===== config.mk =====
export PLATFORM = sky130hd
export DESIGN_NAME = rv_bus_arbiter
export DESIGN_NICKNAME = d
export VERILOG_FILES = /design/src/rtl/rv_bus_arbiter.sv
export SDC_FILE = /design/constraint.sdc
export NUM_CORES = 1
export LEC_CHECK = 0
export ABC_AREA = 1
export CORE_AREA = 2 2 99 101
export DETAILED_ROUTE_END_ITERATION = 10
export DIE_AREA = 0 0 101 103
export PLACE_DENSITY = 0.64
export SYNTH_ARGS = -nofsm -noshare
export SYNTH_HDL_FRONTEND = slang
export SYNTH_SLANG_ARGS = --single-unit

===== constraint.sdc =====
create_clock -name i_clk -period 2.6 [get_ports i_clk]
set_clock_uncertainty 0.05 [all_clocks]
set_input_delay 0.65 -clock i_clk [delete_from_list [all_inputs] [get_ports i_clk]]
set_output_delay 0.65 -clock i_clk [all_outputs]
set_load 0.03 [all_outputs]

===== src/rtl/rv_bus_arbiter.sv =====
// rv_bus_arbiter: shares one 32-bit memory port between instruction fetch and load/store.
// Latency: one cycle from request to o_mem_cyc; acks are combinational from i_mem_ack.
// Backpressure: the grant is held until i_mem_ack; load/store has priority, but fetch
//   is forced in after LS_MAX_CONSEC back-to-back load/store grants.
// Ports: i_clk/i_reset (sync, active-high); i_if_* / o_if_* fetch side (halfword address,
//   word reads); i_ls_* / o_ls_* load/store side; o_mem_* / i_mem_* memory port.
// Optional macro RV_ARB_TIMEOUT_EN adds an 8-bit watchdog and the o_bus_err pulse output.
module rv_bus_arbiter #(
  parameter int IADDR_SPACE_BITS = 16,
  parameter int LS_MAX_CONSEC    = 4,
  parameter int TIMEOUT_CYCLES   = 255
) (
  input  logic                        i_clk,
  input  logic                        i_reset,
  input  logic                        i_if_cyc,
  input  logic [IADDR_SPACE_BITS-1:1] i_if_addr,
  output logic                        o_if_ack,
  output logic [31:0]                 o_if_data,
  input  logic                        i_ls_cyc,
  input  logic                        i_ls_we,
  input  logic [3:0]                  i_ls_sel,
  input  logic [31:0]                 i_ls_addr,
  input  logic [31:0]                 i_ls_wdata,
  output logic                        o_ls_ack,
  output logic [31:0]                 o_ls_rdata,
  output logic                        o_mem_cyc,
  output logic                        o_mem_we,
  output logic [3:0]                  o_mem_sel,
  output logic [31:0]                 o_mem_addr,
  output logic [31:0]                 o_mem_wdata,
  input  logic                        i_mem_ack,
  input  logic [31:0]                 i_mem_rdata
`ifdef RV_ARB_TIMEOUT_EN
  ,
  output logic                        o_bus_err
`endif
);

  typedef enum logic [1:0] {IDLE, GNT_IF, GNT_LS} state_t;

  localparam logic [3:0] LS_MAX = 4'(LS_MAX_CONSEC);

  state_t      state, state_nxt;
  logic [3:0]  cnt, cnt_nxt;
  logic        done;       // current transaction completes this cycle
  logic        forced;     // completion forced by the watchdog
  logic [31:0] cmpl_data;  // data returned to the requester on completion
  logic [31:0] if_byte_addr;

  // Fetch address bit 1 selects a halfword inside the word; the memory port is word-wide.
  logic unused_cfg;
  assign unused_cfg = ^{i_if_addr[1], 8'(TIMEOUT_CYCLES)};

  always_comb begin
    if_byte_addr = '0;
    if_byte_addr[IADDR_SPACE_BITS-1:2] = i_if_addr[IADDR_SPACE_BITS-1:2];
  end

`ifdef RV_ARB_TIMEOUT_EN
  localparam logic [7:0] TO_LIMIT = 8'(TIMEOUT_CYCLES);
  logic [7:0] wd;

  assign forced    = (state != IDLE) && !i_mem_ack && (wd == TO_LIMIT);
  assign o_bus_err = forced && !i_reset;

  // Every completion is a grant change (new transaction), so clearing on done covers it.
  always_ff @(posedge i_clk) begin
    if (i_reset || state == IDLE || done) begin
      wd <= 8'd0;
    end else if (wd != 8'hFF) begin
      wd <= wd + 8'd1;
    end
  end
`else
  assign forced = 1'b0;
`endif

  // Reset blocks completion so an ack arriving around reset never reaches a requester.
  assign done      = (state != IDLE) && !i_reset && (i_mem_ack || forced);
  assign cmpl_data = i_mem_ack ? i_mem_rdata : 32'hFFFF_FFFF;

  always_ff @(posedge i_clk) begin
    if (i_reset) begin
      state <= IDLE;
      cnt   <= 4'd0;
    end else begin
      state <= state_nxt;
      cnt   <= cnt_nxt;
    end
  end

  always_comb begin
    state_nxt   = state;
    cnt_nxt     = i_if_cyc ? cnt : 4'd0;
    o_mem_cyc   = 1'b0;
    o_mem_we    = 1'b0;
    o_mem_sel   = 4'h0;
    o_mem_addr  = 32'h0;
    o_mem_wdata = 32'h0;
    o_if_ack    = 1'b0;
    o_ls_ack    = 1'b0;

    case (state)
      IDLE: begin
        if (i_ls_cyc) begin
          state_nxt = GNT_LS;
        end else if (i_if_cyc) begin
          state_nxt = GNT_IF;
        end
      end
      GNT_IF: begin
        o_mem_cyc  = 1'b1;
        o_mem_sel  = 4'hF;
        o_mem_addr = if_byte_addr;
        if (done) begin
          o_if_ack = i_if_cyc;
          cnt_nxt  = 4'd0;
        end
      end
      GNT_LS: begin
        o_mem_cyc   = 1'b1;
        o_mem_we    = i_ls_we;
        o_mem_sel   = i_ls_sel;
        o_mem_addr  = i_ls_addr;
        o_mem_wdata = i_ls_wdata;
        if (done) begin
          o_ls_ack = i_ls_cyc;
          if (i_if_cyc && cnt != LS_MAX) begin
            cnt_nxt = cnt + 4'd1;
          end
        end
      end
      default: state_nxt = IDLE;
    endcase

    // Re-arbitrate on the completing edge with live request levels. The limit test
    // includes the grant just completing, so exactly LS_MAX_CONSEC load/store grants
    // run back-to-back before a waiting fetch gets its turn.
    if (done) begin
      if (i_ls_cyc && !(i_if_cyc && cnt_nxt == LS_MAX)) begin
        state_nxt = GNT_LS;
      end else if (i_if_cyc) begin
        state_nxt = GNT_IF;
      end else if (i_ls_cyc) begin
        state_nxt = GNT_LS;
      end else begin
        state_nxt = IDLE;
      end
    end
  end

  assign o_if_data  = o_if_ack ? cmpl_data : 32'h0;
  assign o_ls_rdata = o_ls_ack ? cmpl_data : 32'h0;

endmodule

## Word level (Yosys, flattened, before mapping)

Index checks and enable logic that the tools add are counted.

| storage, ports and cells | value |
|---|---|
| bits in registers | 6 |
| input bits | 121 |
| bits in latches | 0 |
| memory bits (writable) | 0 |
| logic and storage cells | 44 |
| memory bits (read-only) | 0 |
| output and inout bits | 136 |
| memories kept | 0 |

| operators by class | value |
|---|---|
| divide/modulo/power cells | 0 |
| muxes and demuxes | 24 |
| reduce and logical (&&, ||, !) cells | 11 |
| shifts and indexed selects | 0 |
| $mul | 0 |
| add/sub/neg operators | 1 |
| equal/unequal tests | 6 |
| order comparisons | 0 |
| bitwise logic cells | 0 |

Operator list:

| operator | count |
|---|---|
| 32-bit two-way mux | 4 |
| 32-bit one-hot mux with 2 select lines | 1 |
| 4-bit two-way mux | 4 |
| 4-bit one-hot mux with 2 select lines | 2 |
| 2-bit two-way mux | 6 |
| 1-bit two-way mux | 6 |
| 1-bit logical AND | 5 |
| 4-bit by 1-bit adder with 4-bit output (second input constant) | 1 |
| 4-bit by 3-bit == test with 1-bit output (second input constant) | 1 |
| 4-bit by 3-bit inequality test with 1-bit output (second input constant) | 1 |
| 4-bit inequality test (second input constant) | 1 |
| 2-bit one-hot mux with 2 select lines | 1 |
| 2-bit by 1-bit == test with 1-bit output (second input constant) | 1 |
| 2-bit == test (second input constant) | 1 |
| 1-bit zero test | 2 |
| 2-bit zero test | 1 |
| 2-bit by 1-bit inequality test with 1-bit output (second input constant) | 1 |
| 2-bit AND reduction | 1 |
| 2-bit nonzero test | 1 |
| 2-bit OR reduction | 1 |

## Longest topological paths before layout

Gate-level depths: netlist (run 1).

| depth | value |
|---|---|
| depth after elaboration | 11 |
| gate-level depth with buffers | 15 |
| depth with buffers taken out | 15 |

## Worst setup path after synthesis (run 1)

Ideal clock, no wire load.

| timing path | value |
|---|---|
| kind | input to output |
| from | in i_reset |
| to | out o_ls_rdata[10] |
| stages | 7 |
| required time | 1.900 ns |
| arrival | 2.553 ns |
| path buffers | 2 |
| slack | -0.653 ns |
| path through | buf_6 -> nor2_2 -> nand2_1 -> nor3_1 -> inv_2 -> clkbuf_8 -> a21oi_1 |

| between the ends | value |
|---|---|
| longest elaborated chain between the ends | 6 |

RTL lines:

| item | line | text |
|---|---|---|
| start, declared | 14 | `input logic i_reset,` |
| 1-bit zero test | 79 | `assign done = (state != IDLE) && !i_reset && (i_mem_ack \|\| forced);` |
| 1-bit logical AND (2 in series) | 79 |  |
| 1-bit two-way mux | 126 | `if (done) begin` |
| 1-bit two-way mux | 103 | `case (state)` |
| net o_ls_ack | 24 | `output logic o_ls_ack,` |
| 32-bit two-way mux | 153 | `assign o_ls_rdata = o_ls_ack ? cmpl_data : 32'h0;` |
| end, declared | 25 | `output logic [31:0] o_ls_rdata,` |

The timed path passes the listed nets, and every way through them passes these cells.

## Worst setup path in the final report (run 1)

| timing path | value |
|---|---|
| from | reg state[1] |
| to | out o_ls_rdata[11] |

| between the ends | value |
|---|---|
| longest elaborated chain between the ends | 6 |
| elaborated cells on any way between the ends | 7 |
| those cells by class | 1 x eq/ne; 3 x mux; 3 x reduce/logical |

RTL lines:

| item | line | text |
|---|---|---|
| start, declared | 43 | `state_t state, state_nxt;` |
| start signal, assigned | 87 | `state <= state_nxt;` |
| 2-bit nonzero test | 79 |  |
| 1-bit logical AND (2 in series) | 79 |  |
| 1-bit two-way mux | 126 |  |
| 1-bit two-way mux * | 103 |  |
| 32-bit two-way mux * | 153 |  |

Every way passes the cells marked *; elsewhere a longest branch is shown, timed or not.

==> out/metrics.csv, run 1 <==
stage,metric,value,unit
sta,relSlewSlack,58.0,%
cells_and_area,nets,737,
clock_network,clk_path_buf_depth,2,
detailed_routing,wire_per_inst,12.7,um
pwr,power_leakage,2.63,nW
synth,netlist.area_leader.share,22.0,%
min_path,hold_class,reg2reg,
sta,setup_viol,0,
placement,port_buffers,255,
synth,ys_types,24,
synth,ys.flop_type,dfxtp_1,
synth,yosys.area.top_type,inv_1,
synth,synth_nets,473,
cells_and_area,finalNonFillerCells,722,
grt,antenna_found_initial,0,
die,io_pins,257,
synth,async_reset_ff_share,0,%
detailed_routing,routed_via_density,4.27,
detailed_routing,num_vias,3084,
sta,clock.fmax,402,MHz
die,die_w,101,um
die,start_util,18.4,%
pwr,vdd_ir_drop_max,0.000155,V
synth,ys_seq_area_share,6.89,%
detailed_routing,drtIter0Drc,34,
die,core,9460,um2
synth,synth-edff-count,0,
cells_and_area,antennaDiodeCount,0,
clock_network,cts_tree,yes,
synth,synth_area,1740,um2
sta,fin_crit,2.49,ns
synth,syn_area_per_cell,5.04,um2
die,dieHeight,103,um
worst_setup_path,path_max_fanout,11,
clock_network,clk_pin_slew,0.04,ns
synth,ys_ff_latch,6,
clock_network,root_buffer,clkbuf_8,
synth,synth_most_common_cell,inv_1,
sta,hold_violations,0,
worst_setup_path,worst_setup_path_start_kind,flop,
cells_and_area,area.growth.synth_to_final,193,%
clock_network,clock_latency,0.22,ns
worst_setup_path,required,1.90,ns
sta,timing.hold.ws,0.439,ns
die,dieArea,10400,um2
synth,yosys-top-cells-count,"inv_1 (102), nand2_1 (70), a21oi_1 (66)",
grt,grt_pass1_vias,2963,
status,status,"finished, final reports clean",
placement,dp_hpwl,7740,um
clock_network,cts_buffers,3,
cells_and_area,fillerInstances,862,
worst_setup_path,arrival,1.79,ns
sta,maxSlewViolCount,0,
flow_run,drv_cap,0,
sta,finalCritPeriodShare,95.8,%
synth,synthTopCellsByArea,"inv_1 (22%), a21oi_1 (19%), nand2_1 (15%), a32o_1 (8.0%), dfxtp_1 (6.9%)",
die,fp-row-count,36,
worst_setup_path,worstSetupPathType,reg2out,
detailed_routing,drt_wl_total,9140,um
worst_setup_path,end_kind,output pin,
synth,syn_inst,346,
synth,ys_warn_count,0,
grt,grt_pass1_wl,13500,um
clock_network,clock_sinks,6,
cells_and_area,drive_gt1_share,42.1,%
detailed_routing,drtPass1Iterations,7,
clock_network,htreeDepth,1,
placement,dp_cells,711,
grt,track_usage,15.8,%
clock_network,cts_hold_buf,0,
placement,globalplace.congestion,0.843,
cells_and_area,fin_util,54.0,%
detailed_routing,ant_nets,0,
sta,tightest_slew,0.631,ns
grt,grt_start_max_net_pins,66,
detailed_routing,drc,0,
pwr,power.density,209,nW/um2
grt,overflow,0,
==> final cells by class <==
cell class / count / area (um2) / area share, %
Timing Repair Buffer: 284 / 2690 / 52.7
Inverter: 105 / 399 / 7.81
Tap cell: 114 / 143 / 2.79
Clock buffer: 3 / 41.3 / 0.808
Multi-Input combinational cell: 210 / 1710 / 33.5
Sequential cell: 6 / 123 / 2.40
==> where the power goes <==
part           switching, mW  internal (mW)  total, mW
Sequential           0.00328         0.0972      0.100
Combinational          0.453          0.374      0.827
Clock                 0.0386         0.0993      0.138
==> state kept, by name, indices dropped and copies added, names as in the netlist <==
| name | count |
|---|---|
| cnt | 4 |
| state | 2 |
==> cell families after synthesis <==
family | count (synthesis) | synth area share, %
fa+ha+maj | 6 | 4.30
buf+inv | 130 | 30.6
simple gates | 115 | 27.5
flops | 6 | 6.89
compound gates | 89 | 30.7
==> worst max-delay path, cell delays in order, from the launching register on <==
cell and delay [ns]:
dfxtp_2 0.33, inv_2 0.06, ha_4 0.17, nor2_4 0.13, nand2_2 0.08, nor3_4 0.23
inv_4 0.09, buf_12 0.17, a21oi_4 0.12, buf_4 0.17
==> through the flow <==
step / power [mW] / setup WS [ns] / cell area, um2 / TNS (ns)
3_5_place_dp: 0.914 / -0.259 / 4920 / -11.92
3_3_place_gp: 0.908 / -0.221 / 4920 / -10.33
6_report: 1.07 / 0.110 / 5110 / 0
2_1_floorplan: 0.523 / -0.125 / 2380 / -0.991
5_1_grt: 1.13 / -0.00907 / 5110 / -0.0124
4_1_cts: 1.06 / 0.0172 / 5080 / 0
==> path summary, 6_finish.rpt <==
kind / startpoint / endpoint / cells past startpoint / slack [ns]
setup / recovery: state[1]$_SDFFE_PP0P_ / o_ls_rdata[11] / 9 / 0.11
hold / removal: state[1]$_SDFFE_PP0P_ / state[1]$_SDFFE_PP0P_ / 2 / 0.44
setup reg to reg: state[1]$_SDFFE_PP0P_ / state[0]$_SDFFE_PP0P_ / 16 / 0.56
hold reg to reg: state[1]$_SDFFE_PP0P_ / state[1]$_SDFFE_PP0P_ / 2 / 0.44
==> cell usage in the layout, fill, tap and decap left out, drive strengths merged, types with 4 or more instances in the layout <==
cell             n
a21oi           71
a32o            14
buf            166
clkbuf           4
clkdlybuf4s50  115
dfxtp            6
ha               6
inv            105
nand2           74
nand3           10
nor2            28
==> what timing repair did <==
action,in CTS,in global routing
resized for setup,20,9
cloned,1,0
pin swaps,4,4
endpoints found under the setup margin,64,56
setup buffers,5,3
==> per-layer routing <==
layer / share of wire, % / global-route usage [%]
met1: 38 / 17.4
met2: 52 / 31.3
met3: 8.6 / 2.92
met4: 1.4 / 3.53
met5: 0 / 0
No activity file was read; power rests on OpenSTA's default activity.
==> run 2: changes to the inputs <==
--- a/config.mk
+++ b/config.mk
@@ -10,6 +10,7 @@
 export DETAILED_ROUTE_END_ITERATION = 10
 export DIE_AREA = 0 0 101 103
 export PLACE_DENSITY = 0.64
+export SLEW_MARGIN = 15
 export SYNTH_ARGS = -nofsm -noshare
 export SYNTH_HDL_FRONTEND = slang
 export SYNTH_SLANG_ARGS = --single-unit
==> results of run 2 <==
The final DEF is identical to that of run 1; final timing and power are the same.
